===== config.mk =====
export PLATFORM = sky130hd
export DESIGN_NAME = mips_multicycle_ctrl
export DESIGN_NICKNAME = d
export VERILOG_FILES = /design/src/rtl/mips_pkg.sv /design/src/rtl/mips_op_classify.sv /design/src/rtl/mips_multicycle_ctrl.sv
export SDC_FILE = /design/constraint.sdc
export NUM_CORES = 1
export LEC_CHECK = 0
export CAP_MARGIN = 40
export CELL_PAD_IN_SITES_DETAIL_PLACEMENT = 0
export CELL_PAD_IN_SITES_GLOBAL_PLACEMENT = 1
export CORE_AREA = 2 2 55 57
export CTS_CLUSTER_SIZE = 8
export DETAILED_ROUTE_END_ITERATION = 8
export DIE_AREA = 0 0 57 59
export GPL_ROUTABILITY_DRIVEN = 0
export PLACE_DENSITY_LB_ADDON = 0.1
export SYNTH_ARGS = -nofsm -noshare
export SYNTH_HDL_FRONTEND = slang
export SYNTH_SLANG_ARGS = --single-unit

===== constraint.sdc =====
create_clock -name clk -period 5 [get_ports clk]
set_clock_uncertainty 0.05 [all_clocks]
set_input_delay 1 -clock clk [delete_from_list [all_inputs] [get_ports clk]]
set_output_delay 1 -clock clk [all_outputs]
set_load 0.01 [all_outputs]

===== src/rtl/mips_pkg.sv =====
// Shared definitions for the multicycle MIPS controller: opcodes, FSM states, mux/ALU codes.
package mips_pkg;

    // Primary opcodes (IR[31:26])
    localparam logic [5:0] OP_RTYPE    = 6'b000000;
    localparam logic [5:0] OP_LW       = 6'b100011;
    localparam logic [5:0] OP_SW       = 6'b101011;
    localparam logic [5:0] OP_BEQ      = 6'b000100;
    localparam logic [5:0] OP_J        = 6'b000010;
    localparam logic [5:0] OP_JAL      = 6'b000011;
    localparam logic [2:0] OP_IALU_PFX = 3'b001;

    // Controller states; the encoding is visible on state_dbg
    typedef enum logic [3:0] {
        StFetch  = 4'd0,
        StDecode = 4'd1,
        StExecR  = 4'd2,
        StWbR    = 4'd3,
        StExecI  = 4'd4,
        StWbI    = 4'd5,
        StAddr   = 4'd6,
        StMemRd  = 4'd7,
        StWbLd   = 4'd8,
        StMemWr  = 4'd9,
        StBr     = 4'd10,
        StJmp    = 4'd11,
        StErr    = 4'd12
    } state_e;

    // alu_op
    localparam logic [1:0] AluAdd   = 2'b00;
    localparam logic [1:0] AluSub   = 2'b01;
    localparam logic [1:0] AluFunct = 2'b10;
    localparam logic [1:0] AluImm   = 2'b11;

    // alu_src_b
    localparam logic [1:0] SrcBRt    = 2'b00;
    localparam logic [1:0] SrcBFour  = 2'b01;
    localparam logic [1:0] SrcBImm   = 2'b10;
    localparam logic [1:0] SrcBImmSh = 2'b11;

    // pc_src
    localparam logic [1:0] PcSrcAlu = 2'b00;
    localparam logic [1:0] PcSrcBr  = 2'b01;
    localparam logic [1:0] PcSrcJmp = 2'b10;

    // reg_dst
    localparam logic [1:0] RegDstRt = 2'b00;
    localparam logic [1:0] RegDstRd = 2'b01;
    localparam logic [1:0] RegDstRa = 2'b10;

    // mem_to_reg
    localparam logic [1:0] MemToRegAlu = 2'b00;
    localparam logic [1:0] MemToRegMdr = 2'b01;
    localparam logic [1:0] MemToRegPc  = 2'b10;

    // One-hot opcode class
    typedef struct packed {
        logic r;
        logic ialu;
        logic lw;
        logic sw;
        logic beq;
        logic j;
        logic jal;
        logic illegal;
    } op_class_t;

endpackage


===== src/rtl/mips_op_classify.sv =====
// Combinational opcode classifier producing exactly one class bit.
module mips_op_classify
    import mips_pkg::*;
(
    input  logic [5:0] opcode,
    output op_class_t  cls
);

    // I-ALU is a whole prefix group; everything else is matched exactly
    always_comb begin
        cls = '0;
        if (opcode[5:3] == OP_IALU_PFX) begin
            cls.ialu = 1'b1;
        end else begin
            case (opcode)
                OP_RTYPE: cls.r       = 1'b1;
                OP_LW:    cls.lw      = 1'b1;
                OP_SW:    cls.sw      = 1'b1;
                OP_BEQ:   cls.beq     = 1'b1;
                OP_J:     cls.j       = 1'b1;
                OP_JAL:   cls.jal     = 1'b1;
                default:  cls.illegal = 1'b1;
            endcase
        end
    end

endmodule


===== src/rtl/mips_multicycle_ctrl.sv =====
// Multicycle MIPS sequencer: FSM, memory-wait watchdog and datapath control decode.
module mips_multicycle_ctrl
    import mips_pkg::*;
#(
    parameter int unsigned WAIT_MAX = 16
) (
    input  logic       clk,
    input  logic       reset,
    input  logic [5:0] opcode,
    input  logic       zero,
    input  logic       mem_ready,
    output logic       mem_req,
    output logic       mem_we,
    output logic       iord,
    output logic       ir_write,
    output logic       mdr_write,
    output logic       pc_write,
    output logic [1:0] pc_src,
    output logic       alu_src_a,
    output logic [1:0] alu_src_b,
    output logic [1:0] alu_op,
    output logic       reg_write,
    output logic [1:0] reg_dst,
    output logic [1:0] mem_to_reg,
    output logic       illegal,
    output logic       timeout,
    output logic [3:0] state_dbg
);

    localparam int unsigned CntW = $clog2(WAIT_MAX + 1);

    state_e          state_q, state_d;
    logic [CntW-1:0] cnt_q, cnt_d;
    logic            illegal_q, illegal_d;
    logic            timeout_q, timeout_d;
    op_class_t       cls;
    logic            waiting;
    logic            expired;

    mips_op_classify u_classify (
        .opcode (opcode),
        .cls    (cls)
    );

    assign waiting = (state_q == StFetch) || (state_q == StMemRd) || (state_q == StMemWr);
    // A ready in the last allowed cycle still completes the request
    assign expired = waiting && !mem_ready && (cnt_q == CntW'(WAIT_MAX - 1));

    // State, wait counter and sticky error flags
    always_ff @(posedge clk or posedge reset) begin
        if (reset) begin
            state_q   <= StFetch;
            cnt_q     <= '0;
            illegal_q <= 1'b0;
            timeout_q <= 1'b0;
        end else begin
            state_q   <= state_d;
            cnt_q     <= cnt_d;
            illegal_q <= illegal_d;
            timeout_q <= timeout_d;
        end
    end

    // Next state; counter is zero outside a stalled request, so every wait state starts at 0
    always_comb begin
        state_d   = state_q;
        cnt_d     = '0;
        illegal_d = illegal_q;
        timeout_d = timeout_q;
        if (waiting && !mem_ready) begin
            cnt_d = cnt_q + CntW'(1);
        end
        if (expired) begin
            state_d   = StErr;
            cnt_d     = '0;
            timeout_d = 1'b1;
        end else begin
            case (state_q)
                StFetch:  if (mem_ready) state_d = StDecode;
                StDecode: begin
                    unique case (1'b1)
                        cls.r:          state_d = StExecR;
                        cls.ialu:       state_d = StExecI;
                        cls.lw, cls.sw: state_d = StAddr;
                        cls.beq:        state_d = StBr;
                        cls.j, cls.jal: state_d = StJmp;
                        cls.illegal: begin
                            state_d   = StErr;
                            illegal_d = 1'b1;
                        end
                        default: begin
                            state_d   = StErr;
                            illegal_d = 1'b1;
                        end
                    endcase
                end
                StExecR:  state_d = StWbR;
                StWbR:    state_d = StFetch;
                StExecI:  state_d = StWbI;
                StWbI:    state_d = StFetch;
                StAddr:   state_d = cls.lw ? StMemRd : StMemWr;
                StMemRd:  if (mem_ready) state_d = StWbLd;
                StWbLd:   state_d = StFetch;
                StMemWr:  if (mem_ready) state_d = StFetch;
                StBr:     state_d = StFetch;
                StJmp:    state_d = StFetch;
                StErr:    state_d = StErr;
                default:  state_d = StErr;
            endcase
        end
    end

    // Datapath controls from the current state; strobes qualified by ready/zero/jal
    always_comb begin
        mem_req    = 1'b0;
        mem_we     = 1'b0;
        iord       = 1'b0;
        ir_write   = 1'b0;
        mdr_write  = 1'b0;
        pc_write   = 1'b0;
        pc_src     = PcSrcAlu;
        alu_src_a  = 1'b0;
        alu_src_b  = SrcBRt;
        alu_op     = AluAdd;
        reg_write  = 1'b0;
        reg_dst    = RegDstRt;
        mem_to_reg = MemToRegAlu;
        case (state_q)
            StFetch: begin
                mem_req   = 1'b1;
                alu_src_b = SrcBFour;
                if (mem_ready) begin
                    ir_write = 1'b1;
                    pc_write = 1'b1;
                end
            end
            StDecode: alu_src_b = SrcBImmSh;
            StExecR: begin
                alu_src_a = 1'b1;
                alu_op    = AluFunct;
            end
            StWbR: begin
                reg_write = 1'b1;
                reg_dst   = RegDstRd;
            end
            StExecI: begin
                alu_src_a = 1'b1;
                alu_src_b = SrcBImm;
                alu_op    = AluImm;
            end
            StWbI: reg_write = 1'b1;
            StAddr: begin
                alu_src_a = 1'b1;
                alu_src_b = SrcBImm;
            end
            StMemRd: begin
                mem_req   = 1'b1;
                iord      = 1'b1;
                mdr_write = mem_ready;
            end
            StWbLd: begin
                reg_write  = 1'b1;
                mem_to_reg = MemToRegMdr;
            end
            StMemWr: begin
                mem_req = 1'b1;
                mem_we  = 1'b1;
                iord    = 1'b1;
            end
            StBr: begin
                alu_src_a = 1'b1;
                alu_op    = AluSub;
                pc_src    = PcSrcBr;
                pc_write  = zero;
            end
            StJmp: begin
                pc_src   = PcSrcJmp;
                pc_write = 1'b1;
                if (cls.jal) begin
                    reg_write  = 1'b1;
                    reg_dst    = RegDstRa;
                    mem_to_reg = MemToRegPc;
                end
            end
            default: ;
        endcase
    end

    assign illegal   = illegal_q;
    assign timeout   = timeout_q;
    assign state_dbg = state_q;

endmodule

==> results_dict.tcl, run 1 <==
set metrics [dict create \
    yosysWarnings 0 \
    avgSynthCellArea_um2 7.82 \
    wl_per_cell_um 13.5 \
    final_core_util 0.445 \
    vdd_ir_drop_max_mv 0.160 \
    grt_pass1_wl_um 3770 \
    slew_headroom 0.628 \
    cp-start-kind "input port" \
    synth_top_area_share 0.323 \
    crit_end "reg_write" \
    ctsResizeCount 0 \
    syn2layout_area_growth_pct 41.6 \
    finalHoldViolCount 0 \
    ant_nets 0 \
    num_io_pins 34 \
    rows 19 \
    fin_crit_ps 3860 \
    final_common_cell "clkdlybuf4s50_1" \
    layout_common_cells "clkdlybuf4s50_1, nor2_1, dfrtp_1" \
    cts_setup_buffers 0 \
    grt_usage 0.144 \
    drive_gt1_frac 0.0432 \
    fp.coreArea_um2 2710 \
    ys_async_sr_fraction 1.00 \
    drtIter0Drc 25 \
    synthCells 109 \
    tightest_slew_ps 543 \
    cts-hold-fix-buffers 0 \
    hp-class "reg2reg" \
    critical_path.max_fanout 4 \
    leakagePower_nw 0.497 \
    vias 896 \
    via_per_inst 5.27 \
    drv_cap 0 \
    startpoint "opcode[1]" \
    status "finished, final reports clean" \
    cts_num_sinks 11 \
    yosysTopAreaCell "dfrtp_1" \
    rsz0062_at_grt "false" \
    die_h_um 59 \
    initial_utilization 0.314 \
    ys.flop_type "dfrtp_1" \
    h-tree-depth 1 \
    cts_root_buf "clkbuf_4" \
    cts_tree "built" \
    place_ws_ps 1150 \
    ys_top_cells_by_area "dfrtp_1, nor2_1, and3_1" \
    reg2reg_to "state_dbg[2]" \
    finalSetupViolations 0 \
    crit_required_ps 3950 \
    drt_pass1_iterations 4 \
    grt_max_degree 21 \
    ff2ff_setup_slack_ps 3090 \
    fmaxAchievable_mhz 259 \
    cts_buffer_depth 2 \
    seq_area_frac_synth 0.323 \
    fin_tns_setup_ps 0 \
    endpoint_kind "output pin" \
    port_buffers 33 \
    min_period_over_period 0.771 \
    nets 152 \
    synthDistinctLibCells 39 \
    worstSetupPathType "in2out" \
    finalWirelength_um 2300 \
    power.total_mw 0.166 \
    clock_latency_ps 260 \
    synth_seq_cells 11 \
    grt_pass1_vias 836 \
    synth_area_um2 852 \
    setup_ws_ps 1140 \
    synth-edff-count 0 \
    dieWidth_um 57 \
    gr-total-overflow 0 \
    numCtsBuffers 3 \
    antenna_found_initial 0 \
    powerDensity_nw_per_um2 138 \
    syn_nets 121 \
    clk_pin_slew_ps 70 \
    maxSlewViolCount 0 \
    rr_worst_depth 4 \
    cp.arrival_ps 2810 \
    dp_hpwl_um 1740 \
    timing.rr.start "state_dbg[2]" \
    drc 0 \
    diodes 0 \
    die-area_um2 3360 \
]
[worst min-delay path by stage]
stage / slack, ps / to / cells past startpoint / from
4_1_cts: 420 / cnt_q[0] / 1 / cnt_q[0]
3_3_place_gp: 400 / illegal / 1 / illegal
3_5_place_dp: 400 / illegal / 1 / illegal
5_1_grt: 450 / illegal / 1 / illegal
6_report: 420 / cnt_q[0] / 1 / cnt_q[0]
2_1_floorplan: 380 / cnt_q[0] / 1 / cnt_q[0]
[where the power goes]
group	switching [mW]	total, mW	internal [mW]
clock network	0.0281	0.0589	0.0308
logic	0.00818	0.0173	0.00910
registers	0.000239	0.0897	0.0895
total	0.0365	0.166	0.129
[worst max-delay path: stages]
cell	delay (ps)
clkdlybuf4s50_1	440
nor2b_1	180
and3_1	200
and3_1	180
or3_1	330
clkdlybuf4s50_1	480
[metrics by stage]
stage,hold WS [ps],instances,cell area (um2)
finish,416,170,1210
global placement,399,166,1180
CTS,423,170,1210
global route,450,170,1210
floorplan,383,109,852
detailed placement,404,166,1180
[metal layers]
layer | vias up | routed length (um) | part of all wire | track usage
li1 | 448 | - | - | -
met1 | 419 | 1070 | 0.46 | 0.192
met2 | 27 | 1090 | 0.47 | 0.233
met3 | 2 | 126 | 0.055 | 0.0415
met4 | 0 | 12 | 0.0052 | 0.0299
met5 | - | 0 | 0 | 0
[cells in the mapped netlist (2+ instances only)]
cell / count
nand3_1: 3
o21ai_1: 2
xnor2_1: 2
or3_1: 2
dfrtp_1: 11
a31o_1: 2
nand4_1: 2
ha_1: 2
nor3_1: 3
buf_2: 3
inv_1: 5
a21oi_1: 7
nand2_1: 8
or2_1: 2
nand2b_1: 5
nor2_1: 16
a21o_1: 2
o21ai_0: 2
and2_1: 3
nand3b_1: 2
a31oi_1: 2
and3_1: 6
[final cells by class]
| cell class | count | area, um2 |
|---|---|---|
| Tap cell | 31 | 38.8 |
| Sequential cell | 11 | 275 |
| Inverter | 5 | 18.8 |
| Clock buffer | 4 | 26.3 |
| Multi-Input combinational cell | 86 | 517 |
| Fill cell | 309 | 1500 |
| Timing Repair Buffer | 33 | 330 |
[logic make-up (layout without fill, tap and decap cells)]
kind of cell	Yosys count	after routing	synth area share
adders and majority gates	2	2	0.0294
AOI/OAI and AO/OA	25	25	0.207
xor gates and xnor gates	3	3	0.0308
buffers and inverters	12	42	0.0705
DFF	11	11	0.323
and+or+nand+nor	56	56	0.339
[sequential cells by signal, indices dropped and copies added, names as in the netlist]
| name | cells |
|---|---|
| illegal | 1 |
| timeout | 1 |
| cnt_q | 5 |
| state_dbg | 4 |
Note: power is estimated with default switching activity, not from simulation.
==> inputs of run 2 (changes only) <==
- CORE_AREA: 2 2 55 57 -> 2 2 60 62
- DIE_AREA: 0 0 57 59 -> 0 0 62 64
- clock period: 5 -> 3.3 ns (I/O delays scaled with it)
==> run 2 against run 1 <==
Register-to-register slack worse by 1600 ps; critical path depth did not move; combinational power is 51% higher; cell count is 11% higher; clock power is 49% higher; global-route usage is 1.8 points lower; non-clock buffer count grew 3; largest cell class unchanged; largest power group unchanged; highest routed layer is now met3.
==> results_dict.tcl, run 2 (synthesis results as in run 1) <==
set metrics [dict create \
    status "finished, final reports clean" \
    drc 0 \
    place_ws_ps 124 \
    hp-class "reg2reg" \
    p_sw_frac 0.216 \
    setup_ws_ps 137 \
    final_common_cell "clkdlybuf4s50_1" \
    drv_cap 0 \
    finalWirelength_um 2360 \
    grt_pass1_vias 784 \
    clk_pin_slew_ps 60 \
    top_register "cnt_q" \
    die-area_um2 3970 \
    clock_latency_ps 260 \
    cp_cell_sequence "clkdlybuf4s50_1, nor2b_1, and3_1, and3_1, or3_1, clkdlybuf4s50_1" \
    die_h_um 64 \
    fin_crit_ps 3160 \
    fp.coreArea_um2 3280 \
    layout_common_cells "clkdlybuf4s50_1, nor2_1, dfrtp_1" \
    nets 155 \
    wl_per_cell_um 12.6 \
    dp_hpwl_um 1880 \
    crit_required_ps 2590 \
    pwr-share-clk 0.352 \
    via_per_inst 4.76 \
    rsz0062_at_grt "false" \
    grt_max_degree 20 \
    stdcell_count 188 \
    drt_pass1_iterations 6 \
    syn2layout_area_growth_pct 46.4 \
    slowest_delay_ps 480 \
    ant_nets 0 \
    combPwrFrac 0.105 \
    worstSetupPathType "in2out" \
    endpoint_kind "output pin" \
    finalSetupViolations 0 \
    fin_tns_setup_ps 0 \
    min_period_over_period 0.959 \
    cp-start-kind "input port" \
    antenna_found_initial 0 \
    drive_gt1_frac 0.0634 \
    cts_num_sinks 11 \
    ctsResizeCount 0 \
    vdd_ir_drop_max_mv 0.146 \
    cts_setup_buffers 0 \
    powerDensity_nw_per_um2 200 \
    pwr-share-seq 0.544 \
    cts-hold-fix-buffers 0 \
    tightest_slew_ps 518 \
    grt_pass1_wl_um 3750 \
    critical_path.max_fanout 4 \
    dieWidth_um 62 \
    cts_buffer_depth 2 \
    fmaxAchievable_mhz 316 \
    finalHoldViolCount 0 \
    diodes 0 \
    num_io_pins 34 \
    power.total_mw 0.250 \
    slew_headroom 0.645 \
    rows 21 \
    cts_root_buf "clkbuf_4" \
    holdWs_ps 412 \
    internal-power_mw 0.196 \
    n_fill_cell 358 \
    dp_cells 184 \
    vias 895 \
    grt_usage 0.126 \
    cts_tree "built" \
    drtIter0Drc 21 \
    gr-total-overflow 0 \
    numCtsBuffers 3 \
    critPathSlowestCell "clkdlybuf4s50_1" \
    leakagePower_nw 0.511 \
    power.switching_mw 0.0540 \
    maxSlewViolCount 0 \
    h-tree-depth 1 \
    largest_reg_flops 5 \
    port_buffers 33 \
    initial_utilization 0.259 \
    cp.arrival_ps 2450 \
]
==> run 2: final timing paths <==
path / startpoint / to / slack [ps] / cells after the start
worst max-delay path: opcode[1] / reg_write / 140 / 6
min in group asynchronous: reset / timeout / 640 / 2
max in group asynchronous: reset / cnt_q[3] / 2270 / 2
worst max register to register: state_dbg[1] / state_dbg[3] / 1450 / 5
worst min register to register: cnt_q[0] / cnt_q[0] / 410 / 1
worst min-delay path: cnt_q[0] / cnt_q[0] / 410 / 1
==> run 2: per-stage QoR <==
| stage | utilization | instance area, um2 |
|---|---|---|
| global route | 0.380 | 1250 |
| detailed placement | 0.372 | 1220 |
| global placement | 0.372 | 1220 |
| floorplan | - | 852 |
| CTS | 0.380 | 1250 |
| finish | 0.380 | 1250 |
==> run 2: area by class of cell <==
type,count,area [um2],area share
clock buffers,4,26.3,0.0211
flip-flops and latches,11,275,0.221
inverters,5,18.8,0.0150
well taps,46,57.6,0.0461
repair buffers,36,353,0.283
multi-input cells,86,517,0.414
==> run 2: critical path: cells and delay by family <==
kind          cells  cell delay (ps)
buf+inv           2              910
simple gates      4              880
==> run 2: power groups by stage <==
stage	Combinational, mW	Clock, mW	Sequential [mW]
3_5_place_dp	0.0264	0	0.138
3_3_place_gp	0.0258	0	0.139
6_report	0.0262	0.0879	0.136
4_1_cts	0.0264	0.0924	0.136
2_1_floorplan	0.00876	0	0.139
5_1_grt	0.0291	0.100	0.136
==> run 2: routing by layer <==
layer | track usage | share of wire
met3 | 0.0445 | 0.055
met1 | 0.181 | 0.49
met4 | 0.0133 | 0
met5 | 0 | 0
met2 | 0.186 | 0.45
==> inputs of run 3 (changes only) <==
- CORE_AREA: 2 2 60 62 -> 4 4 62 64
- DIE_AREA: 0 0 62 64 -> 0 0 66 68
==> run 3 against run 2 <==
Total power grew 2.6%; sequential power hardly changed; core utilization rose by 0.076 points; first-iteration DRC count rose by 67%.
==> results_dict.tcl, run 3 (synthesis results as in run 1) <==
set metrics [dict create \
    antenna_found_initial 0 \
    vdd_ir_drop_max_mv 0.164 \
    fin_crit_ps 3180 \
    fmaxAchievable_mhz 315 \
    vias 894 \
    powerDensity_nw_per_um2 205 \
    n_fill_cell 346 \
    diodes 0 \
    drt_pass1_iterations 4 \
    num_io_pins 34 \
    finalSetupViolations 0 \
    nets 155 \
    ant_nets 0 \
    drive_gt1_frac 0.0704 \
    cts_num_sinks 11 \
    gr-total-overflow 0 \
    dieWidth_um 66 \
    grt_usage 0.115 \
    leakagePower_nw 0.512 \
    endpoint_kind "output pin" \
    holdPathStages 1 \
    port_buffers 33 \
    die_h_um 68 \
    layout_common_cells "clkdlybuf4s50_1, nor2_1, dfrtp_1" \
    cts_buffer_depth 2 \
    rr_worst_depth 6 \
    via_per_inst 4.76 \
    cts_tree "built" \
    grt_pass1_vias 885 \
    syn2layout_area_growth_pct 46.7 \
    h-tree-depth 1 \
    rows 21 \
    final_core_util 0.381 \
    grt_pass1_wl_um 4040 \
    grt_max_degree 15 \
    die-area_um2 4490 \
    cp-start-kind "input port" \
    critical_path.max_fanout 4 \
    fin_tns_setup_ps 0 \
    wl_per_cell_um 13.2 \
    clk_pin_slew_ps 70 \
    finalHoldViolCount 0 \
    cp.arrival_ps 2470 \
    maxSlewViolCount 0 \
    crit_required_ps 2590 \
    initial_utilization 0.259 \
    finalWirelength_um 2470 \
    hp-class "reg2reg" \
    final_common_cell "clkdlybuf4s50_1" \
    critPathSlowestCell "clkdlybuf4s50_1" \
    cts_setup_buffers 0 \
    tightest_slew_ps 583 \
    fp.coreArea_um2 3280 \
    cts-hold-fix-buffers 0 \
    rsz0062_at_grt "false" \
    cp_cell_sequence "clkdlybuf4s50_1, nor2b_2, and3_1, and3_1, or3_1, clkdlybuf4s50_1" \
    slowest_delay_ps 480 \
    slew_headroom 0.601 \
    dp_hpwl_um 2020 \
    drc 0 \
    worstSetupPathType "in2out" \
    cts_root_buf "clkbuf_4" \
    numCtsBuffers 3 \
    drv_cap 0 \
    clock_latency_ps 270 \
    status "finished, final reports clean" \
    min_period_over_period 0.963 \
    drtIter0Drc 35 \
    top_register "cnt_q" \
    largest_reg_flops 5 \
]
## run 3: final timing paths
path	start	to	slack (ps)
setup / recovery	opcode[1]	reg_write	120
hold reg to reg	cnt_q[0]	cnt_q[0]	410
max in group asynchronous	reset	cnt_q[0]	2260
min in group asynchronous	reset	timeout	640
hold / removal	cnt_q[0]	cnt_q[0]	410
setup reg to reg	cnt_q[0]	state_dbg[2]	1450
## run 3: per-stage QoR
stage | power (mW) | hold WS (ps) | instances | setup WS (ps) | area (um2)
after floorplan | 0.148 | 383 | 109 | 1020 | 852
after global placement | 0.164 | 401 | 184 | 159 | 1220
after detailed placement | 0.165 | 405 | 184 | 115 | 1220
after CTS | 0.260 | 414 | 188 | 114 | 1250
after global routing | 0.270 | 438 | 188 | 26.7 | 1250
final | 0.257 | 412 | 188 | 123 | 1250
## run 3: final cells by class
class	instances	area, um2	share of cell area
Timing Repair Buffer	36	353	0.282
Clock buffer	4	26.3	0.0210
Tap cell	46	57.6	0.0460
Sequential cell	11	275	0.220
Multi-Input combinational cell	86	519	0.415
Inverter	5	18.8	0.0150
## run 3: routing by layer
layer  wire [um]  GRT usage
met1        1190      0.153
met2        1170      0.189
met3         119     0.0312
met4           0     0.0228
met5           0          0
## run 3: worst max-delay path: cells and delay by family
kind,cells,cell delay (ps)
and+or+nand+nor,4,890
buffers and inverters,2,920
## run 3: power by group
group          internal [mW]  total [mW]  switching [mW]
clock network         0.0468      0.0938          0.0470
registers              0.135       0.136        0.000427
logic                 0.0140      0.0269          0.0129
total                  0.196       0.257          0.0604
## run 3: what timing repair did
| item | in CTS | in global routing |
|---|---|---|
| resized for setup | 0 | 1 |
| endpoints found under the hold margin | 0 | 0 |
| endpoints found under the setup margin | 0 | 1 |
